==> config.mk <==
export PLATFORM = sky130hd
export DESIGN_NAME = ysyx_23060184_exec_ctrl
export DESIGN_NICKNAME = d
export VERILOG_FILES = /design/src/rtl/ysyx_23060184_exec_ctrl_pkg.sv /design/src/rtl/ysyx_23060184_inst_class.sv /design/src/rtl/ysyx_23060184_exec_ctrl.sv
export SDC_FILE = /design/constraint.sdc
export NUM_CORES = 1
export LEC_CHECK = 0
export CAP_MARGIN = 5
export CELL_PAD_IN_SITES_DETAIL_PLACEMENT = 0
export CELL_PAD_IN_SITES_GLOBAL_PLACEMENT = 2
export CORE_ASPECT_RATIO = 1.1
export CORE_MARGIN = 3
export CORE_UTILIZATION = 26
export DETAILED_ROUTE_END_ITERATION = 10
export PLACE_DENSITY_LB_ADDON = 0.1
export SYNTH_ARGS = -nofsm -noshare
export SYNTH_HDL_FRONTEND = slang
export SYNTH_SLANG_ARGS = --single-unit
==> constraint.sdc <==
create_clock -name clk -period 4.3 [get_ports clk]
set_input_delay 0.43 -clock clk [delete_from_list [all_inputs] [get_ports clk]]
set_output_delay 0.43 -clock clk [all_outputs]
set_load 0.005 [all_outputs]
==> src/rtl/ysyx_23060184_exec_ctrl_pkg.sv <==
// ysyx_23060184_exec_ctrl_pkg
// Shared encodings for the multi-cycle execution controller:
//   - result / ALU-A / ALU-B / next-PC select codes and their widths
//   - RV32 opcode constants used by the class decoder
//   - SYSTEM funct3 and imm[11:0] codes
//   - controller state encoding and instruction class bit positions
package ysyx_23060184_exec_ctrl_pkg;

  localparam int RESULT_SRC_LENGTH = 2;
  localparam int ALU_SRC_A_LENGTH  = 2;
  localparam int ALU_SRC_B_LENGTH  = 2;
  localparam int PC_SRC_LENGTH     = 2;

  localparam logic [RESULT_SRC_LENGTH-1:0] RES_PCPLUS4 = 2'd0;
  localparam logic [RESULT_SRC_LENGTH-1:0] RES_ALU     = 2'd1;
  localparam logic [RESULT_SRC_LENGTH-1:0] RES_MEM     = 2'd2;
  localparam logic [RESULT_SRC_LENGTH-1:0] RES_CSR     = 2'd3;

  localparam logic [ALU_SRC_A_LENGTH-1:0] SRCA_RD1  = 2'd0;
  localparam logic [ALU_SRC_A_LENGTH-1:0] SRCA_PC   = 2'd1;
  localparam logic [ALU_SRC_A_LENGTH-1:0] SRCA_ZERO = 2'd2;

  localparam logic [ALU_SRC_B_LENGTH-1:0] SRCB_RD2  = 2'd0;
  localparam logic [ALU_SRC_B_LENGTH-1:0] SRCB_IMM  = 2'd1;
  localparam logic [ALU_SRC_B_LENGTH-1:0] SRCB_CSR  = 2'd2;
  localparam logic [ALU_SRC_B_LENGTH-1:0] SRCB_ZERO = 2'd3;

  localparam logic [PC_SRC_LENGTH-1:0] PC_PLUS4   = 2'd0;
  localparam logic [PC_SRC_LENGTH-1:0] PC_TARGET  = 2'd1;
  localparam logic [PC_SRC_LENGTH-1:0] PC_ALU     = 2'd2;
  localparam logic [PC_SRC_LENGTH-1:0] PC_CSRREAD = 2'd3;

  localparam logic [6:0] OPC_LUI    = 7'b0110111;
  localparam logic [6:0] OPC_AUIPC  = 7'b0010111;
  localparam logic [6:0] OPC_JAL    = 7'b1101111;
  localparam logic [6:0] OPC_JALR   = 7'b1100111;
  localparam logic [6:0] OPC_BRANCH = 7'b1100011;
  localparam logic [6:0] OPC_LOAD   = 7'b0000011;
  localparam logic [6:0] OPC_STORE  = 7'b0100011;
  localparam logic [6:0] OPC_OPIMM  = 7'b0010011;
  localparam logic [6:0] OPC_OP     = 7'b0110011;
  localparam logic [6:0] OPC_SYSTEM = 7'b1110011;

  localparam logic [2:0] F3_PRIV  = 3'b000;
  localparam logic [2:0] F3_CSRRW = 3'b001;
  localparam logic [2:0] F3_CSRRS = 3'b010;

  localparam logic [11:0] IMM_ECALL  = 12'h000;
  localparam logic [11:0] IMM_EBREAK = 12'h001;
  localparam logic [11:0] IMM_MRET   = 12'h302;

  typedef enum logic [2:0] {
    ST_IDLE  = 3'd0,
    ST_FETCH = 3'd1,
    ST_EXEC  = 3'd2,
    ST_MEM   = 3'd3,
    ST_WB    = 3'd4,
    ST_HALT  = 3'd5
  } state_e;

  // Bit positions inside the one-hot class vector.
  localparam int CLS_LUI    = 0;
  localparam int CLS_AUIPC  = 1;
  localparam int CLS_JAL    = 2;
  localparam int CLS_JALR   = 3;
  localparam int CLS_BRANCH = 4;
  localparam int CLS_LOAD   = 5;
  localparam int CLS_STORE  = 6;
  localparam int CLS_OPIMM  = 7;
  localparam int CLS_OP     = 8;
  localparam int CLS_CSRRW  = 9;
  localparam int CLS_CSRRS  = 10;
  localparam int CLS_ECALL  = 11;
  localparam int CLS_EBREAK = 12;
  localparam int CLS_MRET   = 13;
  localparam int CLS_NUM    = 14;

endpackage

==> src/rtl/ysyx_23060184_inst_class.sv <==
// ysyx_23060184_inst_class
// Purely combinational instruction classifier.
//   inst_q  in  32        latched instruction word
//   cls     out CLS_NUM   one-hot class vector (all zero when illegal)
//   illegal out 1         opcode / SYSTEM encoding not supported
module ysyx_23060184_inst_class
  import ysyx_23060184_exec_ctrl_pkg::*;
(
  input  logic [31:0]        inst_q,
  output logic [CLS_NUM-1:0] cls,
  output logic               illegal
);

  logic [6:0]  opcode;
  logic [4:0]  rd;
  logic [2:0]  funct3;
  logic [4:0]  rs1;
  logic [11:0] imm12;

  assign opcode = inst_q[6:0];
  assign rd     = inst_q[11:7];
  assign funct3 = inst_q[14:12];
  assign rs1    = inst_q[19:15];
  assign imm12  = inst_q[31:20];

  always_comb begin
    cls = '0;
    case (opcode)
      OPC_LUI:    cls[CLS_LUI]    = 1'b1;
      OPC_AUIPC:  cls[CLS_AUIPC]  = 1'b1;
      OPC_JAL:    cls[CLS_JAL]    = 1'b1;
      OPC_JALR:   cls[CLS_JALR]   = 1'b1;
      OPC_BRANCH: cls[CLS_BRANCH] = 1'b1;
      OPC_LOAD:   cls[CLS_LOAD]   = 1'b1;
      OPC_STORE:  cls[CLS_STORE]  = 1'b1;
      OPC_OPIMM:  cls[CLS_OPIMM]  = 1'b1;
      OPC_OP:     cls[CLS_OP]     = 1'b1;
      OPC_SYSTEM: begin
        case (funct3)
          F3_CSRRW: cls[CLS_CSRRW] = 1'b1;
          F3_CSRRS: cls[CLS_CSRRS] = 1'b1;
          F3_PRIV: begin
            // Privileged forms carry no register operands; anything else is malformed.
            if (rd == 5'd0 && rs1 == 5'd0) begin
              case (imm12)
                IMM_ECALL:  cls[CLS_ECALL]  = 1'b1;
                IMM_EBREAK: cls[CLS_EBREAK] = 1'b1;
                IMM_MRET:   cls[CLS_MRET]   = 1'b1;
                default:    ;
              endcase
            end
          end
          default: ;
        endcase
      end
      default: ;
    endcase
  end

  assign illegal = ~|cls;

endmodule

==> src/rtl/ysyx_23060184_exec_ctrl.sv <==
// ysyx_23060184_exec_ctrl
// Multi-cycle execution controller: IDLE -> FETCH -> EXEC -> [MEM -> [WB]] -> FETCH.
// Owns every architectural write strobe and drives the datapath mux selects.
//   clk, rst                 clock, synchronous active-high reset
//   ifu_req / inst_valid / inst      fetch handshake (instruction latched into inst_q)
//   branch_taken             comparator result, used in EXEC
//   lsu_req / lsu_wen / lsu_done     memory handshake (lsu_wen=1 for stores)
//   inst_q                   latched instruction for decoder / immediate generator
//   alu_src_a/alu_src_b/result_src/pc_src  mux selects, valid in EXEC/MEM/WB only
//   reg_we/csr_we/pc_we/ecall/mret/retire  single-cycle pulses
//   halt, halt_err           sticky stop flags, cleared only by rst
module ysyx_23060184_exec_ctrl
  import ysyx_23060184_exec_ctrl_pkg::*;
#(
  parameter int DATA_WIDTH     = 32,
  parameter int TIMEOUT_CYCLES = 1024
) (
  input  logic        clk,
  input  logic        rst,
  output logic        ifu_req,
  input  logic        inst_valid,
  input  logic [31:0] inst,
  input  logic        branch_taken,
  output logic        lsu_req,
  output logic        lsu_wen,
  input  logic        lsu_done,
  output logic [31:0] inst_q,
  output logic [1:0]  alu_src_a,
  output logic [1:0]  alu_src_b,
  output logic [1:0]  result_src,
  output logic [1:0]  pc_src,
  output logic        reg_we,
  output logic        csr_we,
  output logic        pc_we,
  output logic        ecall,
  output logic        mret,
  output logic        retire,
  output logic        halt,
  output logic        halt_err
);

  localparam int CNT_W = (TIMEOUT_CYCLES > 2) ? $clog2(TIMEOUT_CYCLES) : 1;
  localparam logic [CNT_W-1:0] CNT_LAST = CNT_W'(TIMEOUT_CYCLES - 1);

  // The controller itself never touches data; a datapath narrower than an
  // instruction word is simply not a supported configuration.
  if (DATA_WIDTH < 32) begin : g_narrow_datapath_unsupported
  end

  state_e             state_q, state_d;
  logic [CNT_W-1:0]   cnt_q, cnt_d;
  logic [31:0]        inst_d;
  logic               halt_err_q, halt_err_d;

  logic [CLS_NUM-1:0] cls;
  logic               illegal;
  logic [1:0]         a_sel, b_sel, res_sel, pc_sel;
  logic               cls_reg_we, cls_csr_we;

  ysyx_23060184_inst_class u_inst_class (
    .inst_q  (inst_q),
    .cls     (cls),
    .illegal (illegal)
  );

  // Class -> mux selects and per-class write enables.
  always_comb begin
    a_sel      = SRCA_RD1;
    b_sel      = SRCB_RD2;
    res_sel    = RES_ALU;
    pc_sel     = PC_PLUS4;
    cls_reg_we = 1'b0;
    cls_csr_we = 1'b0;
    if (cls[CLS_LUI]) begin
      a_sel = SRCA_ZERO; b_sel = SRCB_IMM; cls_reg_we = 1'b1;
    end else if (cls[CLS_AUIPC]) begin
      a_sel = SRCA_PC; b_sel = SRCB_IMM; cls_reg_we = 1'b1;
    end else if (cls[CLS_JAL]) begin
      a_sel = SRCA_PC; b_sel = SRCB_IMM; res_sel = RES_PCPLUS4; pc_sel = PC_TARGET;
      cls_reg_we = 1'b1;
    end else if (cls[CLS_JALR]) begin
      b_sel = SRCB_IMM; res_sel = RES_PCPLUS4; pc_sel = PC_ALU; cls_reg_we = 1'b1;
    end else if (cls[CLS_BRANCH]) begin
      pc_sel = branch_taken ? PC_TARGET : PC_PLUS4;
    end else if (cls[CLS_LOAD]) begin
      b_sel = SRCB_IMM; res_sel = RES_MEM;
    end else if (cls[CLS_STORE]) begin
      b_sel = SRCB_IMM;
    end else if (cls[CLS_OPIMM]) begin
      b_sel = SRCB_IMM; cls_reg_we = 1'b1;
    end else if (cls[CLS_OP]) begin
      cls_reg_we = 1'b1;
    end else if (cls[CLS_CSRRW]) begin
      a_sel = SRCA_ZERO; b_sel = SRCB_CSR; res_sel = RES_CSR;
      cls_reg_we = 1'b1; cls_csr_we = 1'b1;
    end else if (cls[CLS_CSRRS]) begin
      b_sel = SRCB_CSR; res_sel = RES_CSR; cls_reg_we = 1'b1; cls_csr_we = 1'b1;
    end else if (cls[CLS_ECALL] || cls[CLS_MRET]) begin
      a_sel = SRCA_ZERO; b_sel = SRCB_ZERO; pc_sel = PC_CSRREAD;
    end else if (cls[CLS_EBREAK]) begin
      a_sel = SRCA_ZERO; b_sel = SRCB_ZERO;
    end
  end

  // Next state, timeout counter and output pulses.
  always_comb begin
    state_d    = state_q;
    cnt_d      = cnt_q;
    inst_d     = inst_q;
    halt_err_d = halt_err_q;
    ifu_req    = 1'b0;
    lsu_req    = 1'b0;
    lsu_wen    = 1'b0;
    alu_src_a  = '0;
    alu_src_b  = '0;
    result_src = '0;
    pc_src     = '0;
    reg_we     = 1'b0;
    csr_we     = 1'b0;
    pc_we      = 1'b0;
    ecall      = 1'b0;
    mret       = 1'b0;
    retire     = 1'b0;

    if (state_q == ST_EXEC || state_q == ST_MEM || state_q == ST_WB) begin
      alu_src_a  = a_sel;
      alu_src_b  = b_sel;
      result_src = res_sel;
      pc_src     = pc_sel;
    end

    case (state_q)
      ST_IDLE: begin
        state_d = ST_FETCH;
        cnt_d   = '0;
      end
      ST_FETCH: begin
        ifu_req = 1'b1;
        // A handshake on the last allowed cycle takes priority over the timeout.
        if (inst_valid) begin
          inst_d  = inst;
          state_d = ST_EXEC;
        end else if (cnt_q == CNT_LAST) begin
          state_d    = ST_HALT;
          halt_err_d = 1'b1;
        end else begin
          cnt_d = cnt_q + CNT_W'(1);
        end
      end
      ST_EXEC: begin
        if (illegal) begin
          state_d    = ST_HALT;
          halt_err_d = 1'b1;
        end else if (cls[CLS_EBREAK]) begin
          retire  = 1'b1;
          state_d = ST_HALT;
        end else if (cls[CLS_LOAD] || cls[CLS_STORE]) begin
          state_d = ST_MEM;
          cnt_d   = '0;
        end else begin
          pc_we   = 1'b1;
          retire  = 1'b1;
          reg_we  = cls_reg_we;
          csr_we  = cls_csr_we;
          ecall   = cls[CLS_ECALL];
          mret    = cls[CLS_MRET];
          state_d = ST_FETCH;
          cnt_d   = '0;
        end
      end
      ST_MEM: begin
        lsu_req = 1'b1;
        lsu_wen = cls[CLS_STORE];
        if (lsu_done) begin
          if (cls[CLS_STORE]) begin
            pc_we   = 1'b1;
            retire  = 1'b1;
            state_d = ST_FETCH;
            cnt_d   = '0;
          end else begin
            state_d = ST_WB;
          end
        end else if (cnt_q == CNT_LAST) begin
          state_d    = ST_HALT;
          halt_err_d = 1'b1;
        end else begin
          cnt_d = cnt_q + CNT_W'(1);
        end
      end
      ST_WB: begin
        result_src = RES_MEM;
        reg_we     = 1'b1;
        pc_we      = 1'b1;
        retire     = 1'b1;
        state_d    = ST_FETCH;
        cnt_d      = '0;
      end
      ST_HALT: ;
      default: state_d = ST_IDLE;
    endcase
  end

  always_ff @(posedge clk) begin
    if (rst) begin
      state_q    <= ST_IDLE;
      cnt_q      <= '0;
      inst_q     <= '0;
      halt_err_q <= 1'b0;
    end else begin
      state_q    <= state_d;
      cnt_q      <= cnt_d;
      inst_q     <= inst_d;
      halt_err_q <= halt_err_d;
    end
  end

  assign halt     = (state_q == ST_HALT);
  assign halt_err = halt_err_q;

endmodule

==> summary by stage <==
Critical path
The kind of critical path is register to output port. Following the worst setup path forward leads to its endpoint at reg_we. Across all register-to-register paths, the minimum setup slack is roughly 1.6 ns. The worst setup path is launched from a register. At the worst endpoint, the required time is around 3.9 ns. The sort of element at the end of the critical path is an output port. The length in cells of the worst reg-to-reg path is 6.

The worst register-to-register path begins at inst_q[3]. Data arrives at the worst endpoint at 3.16 ns. In this run the critical register-to-register path is captured at cnt_q[8].

The worst-path maximum fanout is 7. In this run the worst setup path begins at inst_q[3].

Clocking
The count of clock tree sinks is between 40 and 50. In this run, CTS created clock tree buffers numbering 5. After clock tree synthesis, the clock-pin slew on the worst setup and hold paths is 0.09 ns.

The hold-fix buffer count after cts is 0. The clock tree root driver cell is clkbuf_8. The TritonCTS clock tree is done.

The clock tree synthesis step divided the H-tree into 2 levels. The clock latency at the later pin of the worst-skew pair is 0.30 ns. The number of resized instances in the post-cts repair step is 0.

In this run the post-CTS setup repair buffer count came out at 0. The maximum root-to-sink buffer count is 2.

Logic synthesis
The share of the yosys chip area belonging to registers is 0.3746. The number of flops mapped to enable cells by yosys is 0. The post-synthesis cell area is 0.002459 sq mm. The flip-flop and latch count after synthesis is 46. The Yosys step of the flow raised 0 warnings. Yosys attributes the largest share of cell area to dfxtp_1 37%, nand2_1 12%, a21oi_1 10%.

The count of unique library cells instantiated by Yosys is 56. The top flip-flop cell by instance count after synthesis is dfxtp_1. The biggest area contributor in the post-synthesis netlist is dfxtp_1. The number of nets in the synthesized netlist is ~360. The post-synthesis average cell area is 7.588 sq um.

In the synthesized netlist, the number of instances is 324. The share of the synthesized area in the top cell type is 0.3746. The async set-or-reset flop fraction in the synthesized netlist is 0.

Timing
The peak clock frequency supported by timing is 278.6 MHz. Between clock sinks in the finished design, the worst skew comes to 0.007901 ns. The minimum clock period is between 3 and 4 ns. For the pin with the worst max-slew slack, the measured transition is 0.7812 ns. The tightest slew margin relative to the limit is 0.4752.

The number of pins with negative max-slew slack in the final report was 0. The number of endpoints failing setup at the final stage is 0. The count of endpoints failing hold in the final timing report is 0. The slack of the critical path is 0.7104 ns. Setup repair after global routing left no endpoint under its margin. Dividing the final minimum period by the clock period gives 0.8348. For the final routed database, the setup TNS stands at 0 ns.

Power and ir drop
The analysis attributes to cell leakage a power of 0.001171 uW. For this design the ratio of total power to cell area is 262.9 mW/mm^2. The switching power of the nets is 262.5 uW. Across the VDD grid, the largest voltage drop is 0.0001198 V. The internal cell power is 655.3 uW. The share of total power dissipated in combinational logic is 0.195. The switching part of the total is 0.2860. The relative contribution of sequential cells to total power is 0.514. Of the total power, the clock network draws 0.290.

Job
The tool flagged a number of max-cap violations equal to 0.

Drt
The detail route stage leaves a number of antenna-violating nets equal to 0. The average vias per placed instance is 4.983. After detailed routing, the average wire length per cell comes to about 16 microns. The first detailed-routing pass took 4 iterations.

The final route contains roughly 2600 vias. In the routed design, unresolved DRC markers number 0. The number of DRC markers after the initial detailed-route iteration is 90.

The aggregate routed wire length is 8.048 mm.

Floorplanning
The full die area is 0.01066 sq mm. Row generation in the floorplan step produced 36 rows. The die span in x is 98.72 microns. For this design the top-level I/O count stands at 88. For this configuration, the core starts out at a cell density of 0.2716.

The die is roughly 110 microns tall. The core area is 0.009054 sq mm.

GRT
The via count of the first global-routing pass is 2458. For this run the aggregate overflow at the end of global routing stands at 0. The first global-routing pass estimated approximately 13 mm of wire.

The number of antenna violations at the first check in global routing is 0. The aggregate global-route resource usage is 0.1482. Entering global routing, the biggest net connects 38 pins.

Cells and area
In the final layout, the share of cells above drive strength 1 is 0.05707. After routing the design area is 0.003491 sq mm. The number of nets in the layout is 441. The final-layout fill cell count is approximately 970. The leading cell type in the layout, fill and taps excluded is clkdlybuf4s50_1. The number of diodes is 0. The top cell types in the final layout, fill and taps aside, are 87 x clkdlybuf4s50_1, 81 x nand2_1, 49 x a21oi_1, 46 x dfxtp_1, 15 x nor2_1. The final core utilization is 0.3856. The growth of design area from synthesis to finish is 41.98%. The sequential standard cell area is 920.9 sq um. The area used by multi-input combinational logic is 0.001416 sq mm.

Status
The flow ran to the end, and the final reports show no timing, DRC or antenna violations.

Placed design
The count of input and output buffers is 87. After legalization and detailed placement, the total HPWL measured a little under 6 mm. The placed instance area is around 0.0034 sq mm. OpenSTA, run right after detailed placement, puts the worst setup slack at slightly below 1 ns.

The placer congestion estimate is 0.8194.

Min path
The worst hold path belongs to the class register to register.
-- registers in the layout (all words and copies together) (netlist names) --
signal and cells:
halt_err 1, state_q 3, cnt_q 10, inst_q 32
-- critical path: stages, from the launching register on --
cell,delay [ns]
dfxtp_1,0.38
and4bb_2,0.42
nand4_2,0.11
or3b_1,0.54
a31oi_1,0.34
o21ai_0,0.29
o21ai_0,0.23
clkdlybuf4s50_1,0.54
-- through the flow --
stage / hold WS, ns / total power [uW] / instances
6_report: 0.4700 / 917.8 / 517
5_1_grt: 0.4956 / 969.7 / 517
4_1_cts: 0.4757 / 935.2 / 517
3_5_place_dp: 0.4530 / 664.1 / 510
3_3_place_gp: 0.4519 / 664.5 / 510
2_1_floorplan: 0.4445 / 565.7 / 324
-- cells by family (layout without fill, tap and decap cells) --
group	after synthesis	after routing	synth area share
simple gates	165	165	0.3598
compound gates	83	83	0.2036
flops	46	46	0.3746
buf+inv	27	106	0.04936
fa+ha+maj	1	1	0.005088
xor+xnor	1	1	0.003563
mux	1	1	0.004071
-- worst min-delay path by stage --
stage | startpoint | endpoint | slack [ns] | cells after the start
2_1_floorplan | cnt_q[7] | cnt_q[7] | 0.44 | 2
6_report | halt_err | halt_err | 0.47 | 1
3_3_place_gp | halt_err | halt_err | 0.45 | 1
5_1_grt | halt_err | halt_err | 0.50 | 1
4_1_cts | inst_q[25] | inst_q[25] | 0.48 | 2
3_5_place_dp | halt_err | halt_err | 0.45 | 1
-- area by class of cell --
class | count | share of cell area
flip-flops and latches | 46 | 0.2638
well taps | 114 | 0.04086
multi-input cells | 251 | 0.4057
inverters | 8 | 0.008602
repair buffers | 91 | 0.2581
clock buffers | 6 | 0.02079
clock inverters | 1 | 0.002151
-- per-layer routing --
metal	track usage	routed length (microns)	part of all wire	vias up
li1	-	-	-	1309
met1	0.1862	3623	0.45	1193
met2	0.2517	3857	0.48	66
met3	0.03935	464	0.058	8
met4	0.04000	102	0.013	0
met5	0	0	0	-
-- cell usage after synthesis (2+ instances only) --
master     n
nand3b_1   3
nor4_4     2
o21a_1     2
nor2_1    15
clkbuf_1  14
buf_6      2
a21o_1     4
and3_1     2
nand3_1    6
or4b_1     2
a211o_1    2
or2_2      2
nor2b_1    4
nand2b_1   6
a211oi_1   2
a21oi_1   49
nor4_2     2
inv_1      8
o31ai_1    2
a22oi_1    4
nor3_1     8
nor3b_1    3
or3_1      2
nand4_1    4
nand4b_1   3
dfxtp_1   46
or4_1      2
and2_1     2
and4bb_2   2
nor4_1     4
a31oi_1    2
nand2_1   81
o41ai_1    3
o21ai_0    7
-- power groups by stage --
stage	Sequential, uW	Clock (uW)	Combinational, uW
floorplan	475	0	91.0
global placement	482	0	183
detailed placement	482	0	182
CTS	472	280	184
global route	476	294	199
finish	472	267	179
Power figures use the tool's default switching activity.
